File: config.mk
export PLATFORM = sky130hd
export DESIGN_NAME = gen_scheduler
export DESIGN_NICKNAME = d
export VERILOG_FILES = /design/src/rtl/gen_scheduler.sv
export SDC_FILE = /design/constraint.sdc
export NUM_CORES = 1
export LEC_CHECK = 0
export ABC_AREA = 1
export CORE_ASPECT_RATIO = 0.8
export CORE_UTILIZATION = 41
export CTS_CLUSTER_DIAMETER = 100
export DETAILED_ROUTE_END_ITERATION = 10
export HOLD_SLACK_MARGIN = 0.12
export PLACE_DENSITY_LB_ADDON = 0.1
export SLEW_MARGIN = 5
export SYNTH_ARGS = -nofsm -noshare
export SYNTH_HDL_FRONTEND = slang
export SYNTH_SLANG_ARGS = --single-unit
export TNS_END_PERCENT = 20
File: constraint.sdc
create_clock -name clk_in -period 2.11 [get_ports clk_in]
set_clock_uncertainty 0.05 [all_clocks]
set_input_delay 0.422 -clock clk_in [delete_from_list [all_inputs] [get_ports clk_in]]
set_output_delay 0.422 -clock clk_in [all_outputs]
set_load 0.05 [all_outputs]
File: src/rtl/gen_scheduler.sv
// Generation scheduler for a Game-of-Life display pipeline.
// Sequences seeding, timed or stepped generation updates and frame-locked
// buffer swaps, and keeps the generation and statistics-sample counters.
module gen_scheduler #(
    parameter int LOG_MAX_SPEED       = 5,
    parameter int LOG_NUM_SEED        = 3,
    parameter int GRAPH_SAMPLE_PERIOD = 2
) (
    input  logic                     clk_in,
    input  logic                     rst_n_in,
    input  logic                     vsync_in,
    input  logic [LOG_MAX_SPEED-1:0] speed_in,
    input  logic                     pause_in,
    input  logic                     step_in,
    input  logic                     load_in,
    input  logic [LOG_NUM_SEED-1:0]  seed_in,
    output logic                     seed_start_out,
    output logic [LOG_NUM_SEED-1:0]  seed_idx_out,
    input  logic                     seed_done_in,
    output logic                     gen_start_out,
    input  logic                     gen_done_in,
    output logic                     swap_out,
    output logic [15:0]              gen_count_out,
    output logic                     sample_out,
    output logic                     busy_out
);

    localparam int MAX_SPEED = 2 ** LOG_MAX_SPEED;

    typedef enum logic [2:0] {
        SEED_REQ,
        SEEDING,
        WAIT,
        COMPUTE,
        SYNC
    } state_t;

    state_t      state;
    logic        vsync_q;
    logic        frame_tick;
    logic [5:0]  frame_cnt;
    logic [7:0]  sample_cnt;
    logic [7:0]  sample_next;
    logic        seed_flag;
    logic        load_pending;
    logic        go_gen;

    // Frame tick is the falling edge of vsync against its registered copy.
    assign frame_tick  = vsync_q & ~vsync_in;
    assign sample_next = sample_cnt + 8'd1;
    assign busy_out    = (state == SEED_REQ) || (state == SEEDING) || (state == COMPUTE);

    // Decide whether a generation may start from WAIT this cycle.
    always_comb begin
        // NOTE: default first so no path leaves go_gen unassigned (no latch).
        go_gen = 1'b0;
        if (pause_in) begin
            go_gen = step_in;
        end else begin
            go_gen = (int'(frame_cnt) >= (MAX_SPEED - int'(speed_in)));
        end
    end

    // Registered copy of vsync for edge detection; idle-high after reset.
    always_ff @(posedge clk_in or negedge rst_n_in) begin
        if (!rst_n_in) begin
            vsync_q <= 1'b1;
        end else begin
            // NOTE: non-blocking so every register samples pre-edge values.
            vsync_q <= vsync_in;
        end
    end

    // Main scheduler FSM with its counters and registered pulse outputs.
    always_ff @(posedge clk_in or negedge rst_n_in) begin
        if (!rst_n_in) begin
            state          <= SEED_REQ;
            seed_idx_out   <= '0;
            frame_cnt      <= '0;
            gen_count_out  <= '0;
            sample_cnt     <= '0;
            seed_flag      <= 1'b0;
            load_pending   <= 1'b0;
            seed_start_out <= 1'b0;
            gen_start_out  <= 1'b0;
            swap_out       <= 1'b0;
            sample_out     <= 1'b0;
        end else begin
            seed_start_out <= 1'b0;
            gen_start_out  <= 1'b0;
            swap_out       <= 1'b0;
            sample_out     <= 1'b0;

            // Frame counter runs in every state and saturates; the
            // generation-start clear below overrides it.
            if (frame_tick && (frame_cnt != 6'd63)) begin
                frame_cnt <= frame_cnt + 6'd1;
            end

            case (state)
                SEED_REQ: begin
                    seed_start_out <= 1'b1;
                    state          <= SEEDING;
                end

                SEEDING: begin
                    if (seed_done_in) begin
                        seed_flag <= 1'b1;
                        state     <= SYNC;
                    end
                end

                WAIT: begin
                    // A load outranks any generation request, including step.
                    if (load_in) begin
                        seed_idx_out <= seed_in;
                        state        <= SEED_REQ;
                    end else if (go_gen) begin
                        gen_start_out <= 1'b1;
                        frame_cnt     <= '0;
                        state         <= COMPUTE;
                    end
                end

                COMPUTE: begin
                    // The engine always runs to completion; a load only
                    // diverts where we go once it finishes.
                    if (load_in) begin
                        seed_idx_out <= seed_in;
                        load_pending <= 1'b1;
                    end
                    if (gen_done_in) begin
                        if (load_pending || load_in) begin
                            load_pending <= 1'b0;
                            state        <= SEED_REQ;
                        end else begin
                            seed_flag <= 1'b0;
                            state     <= SYNC;
                        end
                    end
                end

                SYNC: begin
                    if (load_in) begin
                        seed_idx_out <= seed_in;
                        state        <= SEED_REQ;
                    end else if (frame_tick) begin
                        swap_out <= 1'b1;
                        state    <= WAIT;
                        if (seed_flag) begin
                            gen_count_out <= '0;
                            sample_cnt    <= '0;
                        end else begin
                            gen_count_out <= gen_count_out + 16'd1;
                            if (sample_next == 8'(GRAPH_SAMPLE_PERIOD)) begin
                                sample_out <= 1'b1;
                                sample_cnt <= '0;
                            end else begin
                                sample_cnt <= sample_next;
                            end
                        end
                    end
                end

                default: state <= SEED_REQ;
            endcase
        end
    end

endmodule

==> results.yml, run 1 <==
status:
  run_status: "complete, no violations"
power:
  power_frac_comb: 0.500
  p_leak_nw: 1.65
  p_per_area_nw_per_um2: 1180
  power_switching_mw: 1.86
  power.internal_mw: 2.02
  seq_power_share: 0.368
  clockPowerShare: 0.132
  ir_drop_v: 0.000694
  p_sw_frac: 0.479
  power_mw: 3.88
final_layout:
  syn_to_final_growth_pct: 27.5
  design_area_sq_um: 3300
  drive_gt1_frac: 0.121
  final_util: 0.549
  diodes: 0
  nets: 438
timing:
  maxSlewViolCount: 0
  finalCritPeriodShare: 0.973
  timing.fmax_mhz: 487
  tightest_slew_ps: 519
  rsz0062_at_grt: "true"
  finalHoldViolations: 0
  setup_slack_ps: 57.5
  slew_headroom: 0.651
  timing.final.crit_period_ps: 2050
  finalSetupViolCount: 0
  timing.hold.ws_ps: 460
worst_setup_path:
  reg2regPathDepth: 10
  required_ps: 1640
  r2r_start: "frame_cnt[0]"
  worstSetupEndpointType: "output port"
  cp_max_fo: 5
  criticalPathCategory: "register to output port"
  start_kind: "register"
  cp_top_family: "buffers and inverters"
  cp_cell_sequence: "clkdlybuf4s50_1"
  crit_slowest_cell: "clkdlybuf4s50_1"
  cp.arrival_ps: 1580
  worst-r2r-setup-slack_ps: 370
  r2r_end: "frame_cnt[3]"
  critPathBufInv: 1
  slowest_delay_ps: 840
routing:
  via_per_inst: 4.79
  dr.pass1.iters: 4
  antenna_left: 0
  drt_first_iter_violations: 151
  remaining_drc_errors: 0
  via_count: 2360
  wl_per_cell_um: 11.6
  wl_um: 5740
global_routing:
  grt-ovfl-total: 0
  antenna_found_initial: 0
  grt_max_degree: 21
  grt_util_all_layers: 0.188
  grt_pass1_wl_um: 9940
  grt_pass1_vias: 2194
place:
  place_congestion: 0.823
  hpwl_um: 4290
  place_ws_ps: -470
  port_buffers: 39
  dpl_cell_area_sq_um: 3120
worst_hold_path:
  hp-class: "register to register"
  min_to: "sample_cnt[7]"
  hp-start: "sample_cnt[7]"
  hold_path_depth: 2
floorplan:
  ioPinCount: 40
  die_h_um: 73.0
  die_area_sq_um: 6630
  die_x_um: 90.8
  core_region_area_sq_um: 6010
  core.rowCount: 25
  start_util: 0.430
clock_network:
  cts_root_buf: "clkbuf_8"
  insertion_delay_ps: 290
  cts_max_level: 2
  cts_made_buffers: 5
  clock_path_buffers: 2
  tritoncts: "yes"
  clock_sinks: 43
  cts.clk_slew.worst_paths_ps: 80
logic_synthesis:
  ys_types: 29
  syn_nets: 383
  syn_area_sq_um: 2580
  synth-seq-cells: 43
  syn_avg_cell_area_sq_um: 7.26
  yosysWarningCount: 0
  synthCells: 356
  ys_seq_area_frac: 0.417
run:
  drv_cap: 0
[registers in the layout (all words and copies together) (netlist names)]
signal,count
gen_start_out,1
gen_count_out,16
state,3
sample_cnt,8
swap_out,1
load_pending,1
seed_flag,1
sample_out,1
seed_start_out,1
frame_cnt,6
seed_idx_out,3
vsync_q,1
[area by class of cell]
class / count / area [sq um]
multi-input combinational: 249 / 1320
inverter: 59 / 221
tap: 81 / 101
timing repair buffer: 53 / 495
fill: 585 / 2710
clock buffer: 8 / 80.1
sequential: 43 / 1080
[cells by family after synthesis]
kind of cell | share of synthesized area
fa+ha+maj | 0.0532
xor+xnor | 0.0203
compound gates | 0.0683
mux | 0.0131
buf+inv | 0.0992
simple gates | 0.329
flops | 0.417
[layout by cell type, fill, tap and decap left out, drive strengths merged]
cell / synthesis / layout
nor2: 44 / 44
mux2: 3 / 3
a21oi: 11 / 11
buf: 4 / 15
dfstp: 1 / 1
or2: 1 / 1
xor2: 4 / 4
clkdlybuf4s50: 0 / 32
nor4: 1 / 1
inv: 59 / 59
dlymetal6s2s: 0 / 3
nand4: 13 / 13
nor3: 7 / 7
a211oi: 1 / 1
xnor2: 2 / 2
dlygate4sd3: 0 / 1
clkbuf: 1 / 8
o21bai: 1 / 1
dlygate4sd2: 0 / 2
ha: 11 / 11
nand3: 30 / 30
o21ai: 15 / 15
nand2: 101 / 101
o22ai: 3 / 3
dfrtp: 42 / 42
a31o: 1 / 1
[how the worst max path moves through the flow]
| stage | startpoint | end | slack, ps | depth (start not counted) |
|---|---|---|---|---|
| after CTS | gen_count_out[7] | gen_count_out[7] | 40 | 1 |
| after global routing | speed_in[0] | state[1] | -10 | 15 |
| after floorplan | speed_in[0] | frame_cnt[5] | 240 | 12 |
| after global placement | speed_in[0] | frame_cnt[5] | -410 | 13 |
| final | gen_count_out[2] | gen_count_out[2] | 60 | 1 |
| after detailed placement | speed_in[0] | frame_cnt[5] | -470 | 13 |
[metal layers]
metal / vias to the layer above / track usage / share of wire
met5: - / 0 / 0
met4: 0 / 0.0317 / 0.0044
met3: 3 / 0.0438 / 0.036
met2: 40 / 0.291 / 0.42
met1: 1080 / 0.274 / 0.54
li1: 1237 / - / -
[power groups by stage]
| stage | sequential, mW | combinational (mW) | clock (mW) |
|---|---|---|---|
| finish | 1.43 | 1.94 | 0.512 |
| global route | 1.47 | 2.17 | 0.569 |
| CTS | 1.42 | 1.94 | 0.533 |
| detailed placement | 1.43 | 1.89 | 0 |
| global placement | 1.43 | 1.87 | 0 |
| floorplan | 1.84 | 0.882 | 0 |
[synth_stat cells, drive strengths merged]
master | instances | area [sq um]
xor2 | 4 | 35.0
a211oi | 1 | 7.51
nand2 | 101 | 384
ha | 11 | 138
dfstp | 1 | 26.3
dfrtp | 42 | 1050
a21oi | 11 | 55.1
o21bai | 1 | 7.51
xnor2 | 2 | 17.5
nor3 | 7 | 35.0
mux2 | 3 | 33.8
inv | 59 | 221
nor4 | 1 | 6.26
nor2 | 44 | 188
buf | 4 | 31.3
o22ai | 3 | 18.8
clkbuf | 1 | 3.75
nand4 | 13 | 81.3
a31o | 1 | 8.76
o21ai | 15 | 78.8
or2 | 1 | 6.26
nand3 | 30 | 150
[per-stage QoR]
| step | std cells | setup TNS [ps] |
|---|---|---|
| 2_1_floorplan | 356 | 0 |
| 3_3_place_gp | 483 | -3330 |
| 3_5_place_dp | 483 | -3810 |
| 4_1_cts | 493 | 0 |
| 5_1_grt | 493 | -14.5 |
| 6_report | 493 | 0 |
[timing repair]
action | in CTS | in global routing
resized for setup | 12 | 10
setup endpoints to repair | 9 | 9
setup buffers | 1 | 0
pin swaps | 10 | 2
hold buffers | 1 | 0
endpoints found under the hold margin | 17 | 0
Note: power is estimated with default switching activity, not from simulation.
==> inputs of run 2 (changes only) <==
CTS_BUF_LIST = sky130_fd_sc_hd__clkbuf_8   (was unset)
GPL_ROUTABILITY_DRIVEN = 0   (was unset)
==> run 2 against run 1 <==
Compared with the run above:
- flip-flop and latch count unchanged
- combinational power about the same
- die area unchanged
- via count increased by 0.21%
- register-to-register slack improved by 30 ps
- sequential share of layout area unchanged
- utilization unchanged
- first-iteration DRC count unchanged
- count of clock-buffer cells in the layout decreased by 3
- sequential power about the same
- critical endpoint unchanged
- largest cell class unchanged
- highest routed layer unchanged
==> results.yml, run 2 (synthesized netlist as in run 1, its figures left out) <==
place:
  port_buffers: 39
  dpl_cell_area_sq_um: 3120
  hpwl_um: 4290
worst_setup_path:
  worst-r2r-setup-slack_ps: 400
  cp.arrival_ps: 1580
  reg2regPathDepth: 10
  cp_cell_sequence: "clkdlybuf4s50_1"
  start_kind: "register"
  cp_max_fo: 5
  critPathBufInv: 1
  crit_slowest_cell: "clkdlybuf4s50_1"
  required_ps: 1640
  r2r_start: "frame_cnt[0]"
  criticalPathCategory: "register to output port"
  cp_top_family: "buffers and inverters"
  r2r_end: "frame_cnt[3]"
  slowest_delay_ps: 840
  worstSetupEndpointType: "output port"
routing:
  wl_per_cell_um: 11.6
  via_count: 2365
  via_per_inst: 4.80
  dr.pass1.iters: 4
  antenna_left: 0
  wl_um: 5740
  remaining_drc_errors: 0
  drt_first_iter_violations: 151
status:
  run_status: "complete, no violations"
timing:
  timing.final.crit_period_ps: 2060
  timing.hold.ws_ps: 460
  timing.fmax_mhz: 487
  finalCritPeriodShare: 0.974
  tightest_slew_ps: 508
  maxSlewViolCount: 0
  finalHoldViolations: 0
  rsz0062_at_grt: "true"
  finalSetupViolCount: 0
  setup_tns_ps: 0
  slew_headroom: 0.659
worst_hold_path:
  hold_path_depth: 2
  min_to: "sample_cnt[7]"
  hp-start: "sample_cnt[7]"
  hp-class: "register to register"
final_layout:
  final_util: 0.549
  nets: 438
  mostFrequentLayoutCells: "95 x nand2_1, 59 x inv_1, 42 x dfrtp_1"
  syn_to_final_growth_pct: 27.5
  drive_gt1_frac: 0.121
  top_register: "gen_count_out"
  num-fill-cells: 585
  design_area_sq_um: 3300
  reg_top3: "gen_count_out (16), sample_cnt (8), frame_cnt (6)"
  diodes: 0
  final_common_cell: "nand2_1"
  largest_reg_flops: 16
floorplan:
  start_util: 0.430
  core.rowCount: 25
  die_x_um: 90.8
  die_h_um: 73.0
  die_area_sq_um: 6630
  core_region_area_sq_um: 6010
  ioPinCount: 40
clock_network:
  insertion_delay_ps: 290
  clock_path_buffers: 2
  cts_made_buffers: 5
  cts_root_buf: "clkbuf_8"
  tritoncts: "yes"
  cts_max_level: 2
  cts.clk_slew.worst_paths_ps: 80
  clock_sinks: 43
run:
  drv_cap: 0
global_routing:
  grt_max_degree: 21
  grt_pass1_vias: 2194
  antenna_found_initial: 0
  grt_pass1_wl_um: 9940
  grt-ovfl-total: 0
  grt_util_all_layers: 0.188
power:
  ir_drop_v: 0.000694
  p_leak_nw: 1.66
  p_per_area_nw_per_um2: 1170
  power_mw: 3.86
run 2: changes by cell type in the layout (fill, tap and decap cells not counted), sizes merged:
cell,change
inv,+3
clkbuf,-3
run 2: metrics by stage:
step / std cells / setup slack, ps
final: 493 / 55.0
after global routing: 493 / -14.5
after CTS: 493 / 37.6
after detailed placement: 483 / -470
after global placement: 483 / -411
after floorplan: 356 / 244
run 2: layout make-up:
type	instances	area [sq um]	area share
clock buffers	5	68.8	0.0209
clock inverters	3	11.3	0.00342
inverters	59	221	0.0672
multi-input cells	249	1320	0.401
flip-flops and latches	43	1080	0.327
well taps	81	101	0.0308
repair buffers	53	495	0.150
run 2: worst max-delay path by stage:
stage / from / to / slack, ps / depth (start not counted)
2_1_floorplan: speed_in[0] / frame_cnt[5] / 240 / 12
3_3_place_gp: speed_in[0] / frame_cnt[5] / -410 / 13
3_5_place_dp: speed_in[0] / frame_cnt[5] / -470 / 13
4_1_cts: gen_count_out[7] / gen_count_out[7] / 40 / 1
5_1_grt: speed_in[0] / state[1] / -10 / 15
6_report: gen_count_out[2] / gen_count_out[2] / 50 / 1
run 2: what timing repair did:
action	in CTS	in global routing
hold endpoints to repair	17	0
buffers inserted	1	0
pin swaps	10	2
hold buffers	1	0
gates resized for setup	12	10
endpoints found under the setup margin	9	9
run 2: layer usage:
layer  global-route usage  share of wire
met1                0.274           0.53
met2                0.291           0.42
met3               0.0438          0.039
met4               0.0317         0.0044
met5                    0              0
run 2: where the power goes:
part / switching, mW / internal (mW)
Sequential: 0.321 / 1.10
Clock: 0.278 / 0.221
Combinational: 1.26 / 0.679
Total: 1.86 / 2.01
==> inputs of run 3 (changes only) <==
SKIP_LAST_GASP = 1   (was unset)
==> run 3 against run 2 <==
Compared with the run above:
- maximum frequency stayed put
- sequential power hardly changed
- clock power is essentially flat
- first-iteration DRC count increased by 2.0%
- sequential share of layout area unchanged
- largest cell class unchanged
- largest power group unchanged
==> results.yml, run 3 (synthesized netlist as in run 1, its figures left out) <==
status:
  run_status: "complete, no violations"
routing:
  wl_per_cell_um: 11.6
  drt_first_iter_violations: 154
  antenna_left: 0
  wl_um: 5740
  wl_met3_um: 223
  wl_met2_um: 2420
  top_layer_used: "met4"
  via_count: 2367
  dr.pass1.iters: 4
  remaining_drc_errors: 0
  wl_met1_um: 3060
  via_per_inst: 4.80
final_layout:
  largest_reg_flops: 16
  syn_to_final_growth_pct: 27.5
  drive_gt1_frac: 0.121
  mostFrequentLayoutCells: "95 x nand2_1, 59 x inv_1, 42 x dfrtp_1"
  top_register: "gen_count_out"
  final_cells: 493
  final_common_cell: "nand2_1"
  reg_top3: "gen_count_out (16), sample_cnt (8), frame_cnt (6)"
  diodes: 0
  nets: 438
worst_setup_path:
  cp_top_family: "buffers and inverters"
  slowest_delay_ps: 840
  cp.arrival_ps: 1580
  worstSetupEndpointType: "output port"
  crit_slowest_cell: "clkdlybuf4s50_1"
  worst-r2r-setup-slack_ps: 400
  required_ps: 1640
  cp_cell_sequence: "clkdlybuf4s50_1"
  cp_max_fo: 5
  start_kind: "register"
  critPathBufInv: 1
  criticalPathCategory: "register to output port"
power:
  p_sw_frac: 0.481
  power_mw: 3.86
  ir_drop_v: 0.000694
  clockPowerShare: 0.129
  power.internal_mw: 2.01
  p_per_area_nw_per_um2: 1170
  p_leak_nw: 1.66
  seq_power_share: 0.369
  power_switching_mw: 1.86
  power_frac_comb: 0.502
floorplan:
  core.rowCount: 25
  die_x_um: 90.8
  start_util: 0.430
  core_region_area_sq_um: 6010
  ioPinCount: 40
  die_area_sq_um: 6630
  die_h_um: 73.0
global_routing:
  grt-ovfl-total: 0
  antenna_found_initial: 0
  grt_pass1_wl_um: 9940
  grt_pass1_vias: 2194
  grt_max_degree: 21
  grt_util_all_layers: 0.188
timing:
  timing.final.crit_period_ps: 2060
  slew_headroom: 0.659
  finalSetupViolCount: 0
  maxSlewViolCount: 0
  finalCritPeriodShare: 0.974
  finalHoldViolations: 0
  setup_tns_ps: 0
  tightest_slew_ps: 508
  timing.fmax_mhz: 487
  setup_slack_ps: 55.0
  rsz0062_at_grt: "true"
place:
  place_ws_ps: -470
  port_buffers: 39
  place_inst: 483
  hpwl_um: 4290
clock_network:
  clock_path_buffers: 2
  tritoncts: "yes"
  cts_root_buf: "clkbuf_8"
  clock_sinks: 43
  cts.clk_slew.worst_paths_ps: 80
  cts_max_level: 2
  cts_made_buffers: 5
  insertion_delay_ps: 290
worst_hold_path:
  hp-class: "register to register"
run:
  drv_cap: 0
## run 3: cell counts in the layout (fill, tap and decap cells not counted)
No cell type changed its count.
## run 3: power groups by stage
stage	sequential [mW]	clock, mW	combinational [mW]
2_1_floorplan	1.84	0	0.882
6_report	1.43	0.499	1.94
4_1_cts	1.42	0.520	1.94
3_3_place_gp	1.43	0	1.87
3_5_place_dp	1.43	0	1.89
5_1_grt	1.47	0.556	2.17
## run 3: worst min-delay path, cell delays in order, from the launching register on
cell and delay [ps]:
dfrtp_1 360, nand2_1 50, o21ai_0 60
## run 3: worst paths after layout
check                                 start               end  cells past startpoint
max in group asynchronous          rst_n_in  gen_count_out[0]                      3
min in group asynchronous          rst_n_in     sample_cnt[4]                      2
setup reg to reg               frame_cnt[0]      frame_cnt[3]                     10
hold reg to reg               sample_cnt[7]     sample_cnt[7]                      2
setup / recovery           gen_count_out[2]  gen_count_out[2]                      1
hold / removal                sample_cnt[7]     sample_cnt[7]                      2
## run 3: area by class of cell
| class | count | area (sq um) |
|---|---|---|
| well taps | 81 | 101 |
| inverters | 59 | 221 |
| fillers | 585 | 2710 |
| repair buffers | 53 | 495 |
| multi-input cells | 249 | 1320 |
| flip-flops and latches | 43 | 1080 |
| clock inverters | 3 | 11.3 |
| clock buffers | 5 | 68.8 |
## run 3: routing by layer
layer / track usage / vias to the layer above
li1: - / 1238
met1: 0.274 / 1082
met2: 0.291 / 44
met3: 0.0438 / 3
met4: 0.0317 / 0
met5: 0 / -
## run 3: through the flow
stage	util	hold WS (ps)	cell area, sq um
2_1_floorplan	-	76.4	2580
3_3_place_gp	0.520	354	3120
3_5_place_dp	0.520	357	3120
4_1_cts	0.543	466	3260
5_1_grt	0.549	485	3300
6_report	0.549	460	3300
## run 3: timing repair
action | 4_1_cts | 5_1_grt
buffers inserted | 1 | 0
hold buffers | 1 | 0
endpoints found under the hold margin | 17 | 0
gates resized for setup | 12 | 10
pin swaps | 10 | 2
endpoints found under the setup margin | 9 | 9
==> patch 1 (config.mk and constraints of run 2) <==
Encoding of `state_t`: now one-hot (5 bits for 5 states).
--- a/src/rtl/gen_scheduler.sv
+++ b/src/rtl/gen_scheduler.sv
@@ -29,8 +29,8 @@
 
-    typedef enum logic [2:0] {
-        SEED_REQ,
-        SEEDING,
-        WAIT,
-        COMPUTE,
-        SYNC
+    typedef enum logic [4:0] {
+        SEED_REQ = 5'b00001,
+        SEEDING  = 5'b00010,
+        WAIT     = 5'b00100,
+        COMPUTE  = 5'b01000,
+        SYNC     = 5'b10000
     } state_t;
Check against the original RTL: no difference found for any inputs over 10 cycles, from zero or initial values and one cycle with rst_n_in low; not proved beyond that.
==> patch 1 against run 2 <==
- final area rose by 4.9%
- sequential power rose by 3%
- routed wire length rose by 6.6%
- sequential cell count grew 2
- area after synthesis grew 6.6%
- power is 4.7% higher
- worst setup slack better by 0.022 ns
- largest cell class unchanged
==> patch 1: results <==
group,metric,value,unit
run_status,status,"complete, no violations",
clock_tree,worstSkewPairLatency,0.30,ns
final_layout,clk_share,2.93,%
pwr,peakVddDrop,0.453,mV
final_layout,clkbuf_count,7,
final_layout,buffers,46,
final_layout,multi_input_cells,267,
final_layout,drive_gt1_share,10.6,%
pwr,power.internal,2.13,mW
logic_synthesis,syn_nets,402,
place,dp_hpwl,4560,um
logic_synthesis,ys_top_cells_by_count,"nand2_1, inv_1, dfrtp_1, nor2_1, nand3_1",
global_route,track_usage,19.1,%
logic_synthesis,synthTopCellsByArea,"dfrtp_1, nand2_1, inv_1",
place,place_ws,-0.447,ns
pwr,p_seq_share,36.4,%
pwr,cellLeakagePower,1.79,nW
drt,dr_wl_met3,197,um
logic_synthesis,synthXorXnorAreaFrac,3.50,%
final_layout,fill_cells,633,
final_layout,ff_latch_area,0.00113,mm2
final_layout,multi_input_area_share,41.2,%
setup_path,arrival,1.56,ns
pwr,p_comb,1.99,mW
global_route,use_met2,31.0,%
final_layout,nets,451,
drt,wl_met2,2650,um
global_route,grt_pass1_vias,2315,
logic_synthesis,synth_cells,375,
global_route,use_met3,3.29,%
final_layout,fin_cells,509,
global_route,grt_pass1_wl,10500,um
drt,post_drt_via_cell_ratio,4.86,
logic_synthesis,synth_compound_area_share,7.49,%
global_route,use_met1,27.0,%
clock_tree,cts_sinks,45,
drt,met1_length,3230,um
sta,relSlewSlack,63.7,%
hold_path,hold_path_class,"reg -> reg",
setup_path,crit_path_max_fanout,5,
final_layout,area_growth,25.4,%
place,numPlacedInstances,500,
drt,drtIter0Drc,98,
final_layout,final-nonclk-buf-share,13.7,%
logic_synthesis,synthMuxAreaShare,0,%
place,placed_area,0.00329,mm2
hold_path,min_path_cells,2,
logic_synthesis,synthAdderAreaFrac,5.00,%
logic_synthesis,synth.distinct_cells,27,
drt,wl,6120,um
setup_path,r2r_cells,7,
pwr,swShare,47.4,%
logic_synthesis,synth_seq_area_share,41.0,%
-- patch 1: worst paths after layout --
kind,startpoint,to,slack (ns)
worst max-delay path,gen_count_out[7]$_DFFE_PN0P_,gen_count_out[7],0.08
worst min-delay path,seed_idx_out[2]$_DFFE_PN0P_,seed_idx_out[2]$_DFFE_PN0P_,0.43
worst max register to register,gen_count_out[0]$_DFFE_PN0P_,gen_count_out[14]$_DFFE_PN0P_,0.45
worst min register to register,seed_idx_out[2]$_DFFE_PN0P_,seed_idx_out[2]$_DFFE_PN0P_,0.43
max in group asynchronous,rst_n_in,sample_cnt[4]$_DFFE_PN0P_,0.90
min in group asynchronous,rst_n_in,seed_idx_out[1]$_DFFE_PN0P_,0.55
-- patch 1: what timing repair did --
item | CTS | global route
setup endpoints to repair | 9 | 15
gates resized for setup | 7 | 14
pin swaps | 4 | 3
buffers inserted | 0 | 0
hold endpoints to repair | 16 | 0
hold buffers | 1 | 0
==> patch 2 (config.mk and constraints of run 2) <==
Without the edit above. Change the parameter `LOG_MAX_SPEED` from 5 to 4.
--- a/src/rtl/gen_scheduler.sv
+++ b/src/rtl/gen_scheduler.sv
@@ -4,3 +4,3 @@
 module gen_scheduler #(
-    parameter int LOG_MAX_SPEED       = 5,
+    parameter int LOG_MAX_SPEED       = 4,
     parameter int LOG_NUM_SEED        = 3,
Ports: changed (resized speed_in); port bits go from 40 to 39. No check against the original RTL was run, so the function may have changed too.
==> patch 2 against run 2 <==
- die area down 0.47%
- via count down 2.4%
- sequential cell count unchanged
- routed wire length down 3.5%
- area after synthesis down 0.48%
- hold slack worse by 0.016 ns
- clock power up 36%
- final area down 1.7%
- power down 2.7%
- worst setup slack better by 0.014 ns
- largest cell class unchanged
- highest routed layer unchanged
==> patch 2: results <==
group,metric,value,unit
final_layout,fill_cells,556,
global_route,grt_pass1_vias,2111,
final_layout,nets,417,
logic_synthesis,synth_seq_area_share,41.9,%
place,placed_area,0.00307,mm2
global_route,track_usage,18.5,%
clock_tree,post-cts-setup-buffers,0,
logic_synthesis,ys_top_cells_by_count,"nand2_1, inv_1, dfrtp_1, nor2_1, nand3_1",
place,numPlacedInstances,465,
run_status,status,"complete, no violations",
pwr,cellLeakagePower,1.60,nW
global_route,grt_pass1_wl,9630,um
drt,wl_met2,2330,um
clock_tree,cts_buffers,5,
setup_path,arrival,1.57,ns
setup_path,cpMaxStageDelayCell,"clkdlybuf4s50_1",
final_layout,final_core_util,54.2,%
drt,drtIter0Drc,100,
clock_tree,clk_pin_slew,0.08,ns
hold_path,hold_path_class,"reg -> reg",
sta,relSlewSlack,64.8,%
drt,dr_wl_met3,265,um
logic_synthesis,syn_avg_cell_area,7.50,um2
drt,wire_per_inst,11.7,um
pwr,peakVddDrop,0.835,mV
drt,met1_length,2880,um
logic_synthesis,synth-edff-count,0,
logic_synthesis,yosys_warnings,0,
final_layout,drive_gt1_share,9.67,%
place,io_buffers,38,
place,dp_hpwl,4250,um
clock_tree,worstSkewPairLatency,0.30,ns
drt,wl,5540,um
clock_tree,htree_levels,2,
logic_synthesis,synth_ff_type,"dfrtp_1",
global_route,grt_max_degree,24,
setup_path,path_delay_family,"buffers and inverters",
logic_synthesis,syn_nets,368,
setup_path,crit_path_max_fanout,5,
drt,vias,2308,
place,place_ws,-0.411,ns
logic_synthesis,synth.distinct_cells,30,
setup_path,cpPeakStageDelay,0.83,ns
pwr,p_sw,1.70,mW
clock_tree,clockRootBuffer,"clkbuf_8",
logic_synthesis,synthTopCellsByArea,"dfrtp_1, nand2_1, inv_1",
global_route,antenna_found_initial,0,
==> patch 2: cell types whose count changed in the layout (fill, tap and decap cells not counted), sizes merged, moves of 3 or more <==
cell	delta
buf	-5
nor2	+3
inv	-11
nor3	+3
nand4	+4
nand2	-14
==> patch 2: routing by layer <==
layer	GRT usage, %	up-vias
met5	0	-
met2	27.4	49
met1	26.4	1043
met3	4.17	6
met4	6.99	0
li1	-	1210
==> patch 2: power groups by stage <==
stage / sequential, mW / combinational (mW) / clock (mW)
2_1_floorplan: 1.73 / 0.849 / 0
3_3_place_gp: 1.40 / 1.65 / 0
3_5_place_dp: 1.40 / 1.67 / 0
4_1_cts: 1.39 / 1.68 / 0.703
5_1_grt: 1.44 / 1.89 / 0.728
6_report: 1.39 / 1.69 / 0.679
==> patch 2: path summary, 6_finish.rpt <==
path | startpoint | slack [ns] | to | cells after the start
worst max-delay path | gen_count_out[5]$_DFFE_PN0P_ | 0.07 | gen_count_out[5] | 1
min in group asynchronous | rst_n_in | 0.58 | sample_cnt[2]$_DFFE_PN0P_ | 2
worst min register to register | seed_idx_out[0]$_DFFE_PN0P_ | 0.44 | seed_idx_out[0]$_DFFE_PN0P_ | 1
worst max register to register | vsync_q$_DFF_PN1_ | 0.47 | sample_cnt[4]$_DFFE_PN0P_ | 6
max in group asynchronous | rst_n_in | 0.87 | frame_cnt[5]$_DFF_PN0_ | 3
worst min-delay path | seed_idx_out[0]$_DFFE_PN0P_ | 0.44 | seed_idx_out[0]$_DFFE_PN0P_ | 1
==> patch 2: cell families after synthesis <==
group | after synthesis | share of synthesized area [%]
adder cells (fa/ha/maj) | 10 | 4.86
AO/OA/AOI/OAI | 35 | 8.41
buffers and inverters | 56 | 8.85
AND/OR/NAND/NOR | 191 | 33.0
XOR/XNOR | 5 | 1.70
multiplexers | 3 | 1.31
flip-flops | 43 | 41.9
==> patch 2: repair_timing <==
item,4_1_cts,5_1_grt
gates cloned,0,0
gates resized for setup,1,12
pin swaps,0,7
hold buffers,1,0
setup endpoints to repair,7,12
endpoints found under the hold margin,20,0
==> patch 2: final cells by class <==
cell class                 count  share of cell area [%]
sequential                    43                    33.2
inverter                      51                    5.91
clock buffer                   6                    2.55
timing repair buffer          47                    14.1
tap                           81                    3.13
clock inverter                 2                    1.08
multi-input combinational    244                    40.0
==> patch 2: metrics by stage <==
stage,total power [mW],TNS [ns]
final,3.76,0
after global routing,4.06,0
after CTS,3.77,0
after detailed placement,3.08,-3.22
after global placement,3.06,-2.83
after floorplan,2.58,0
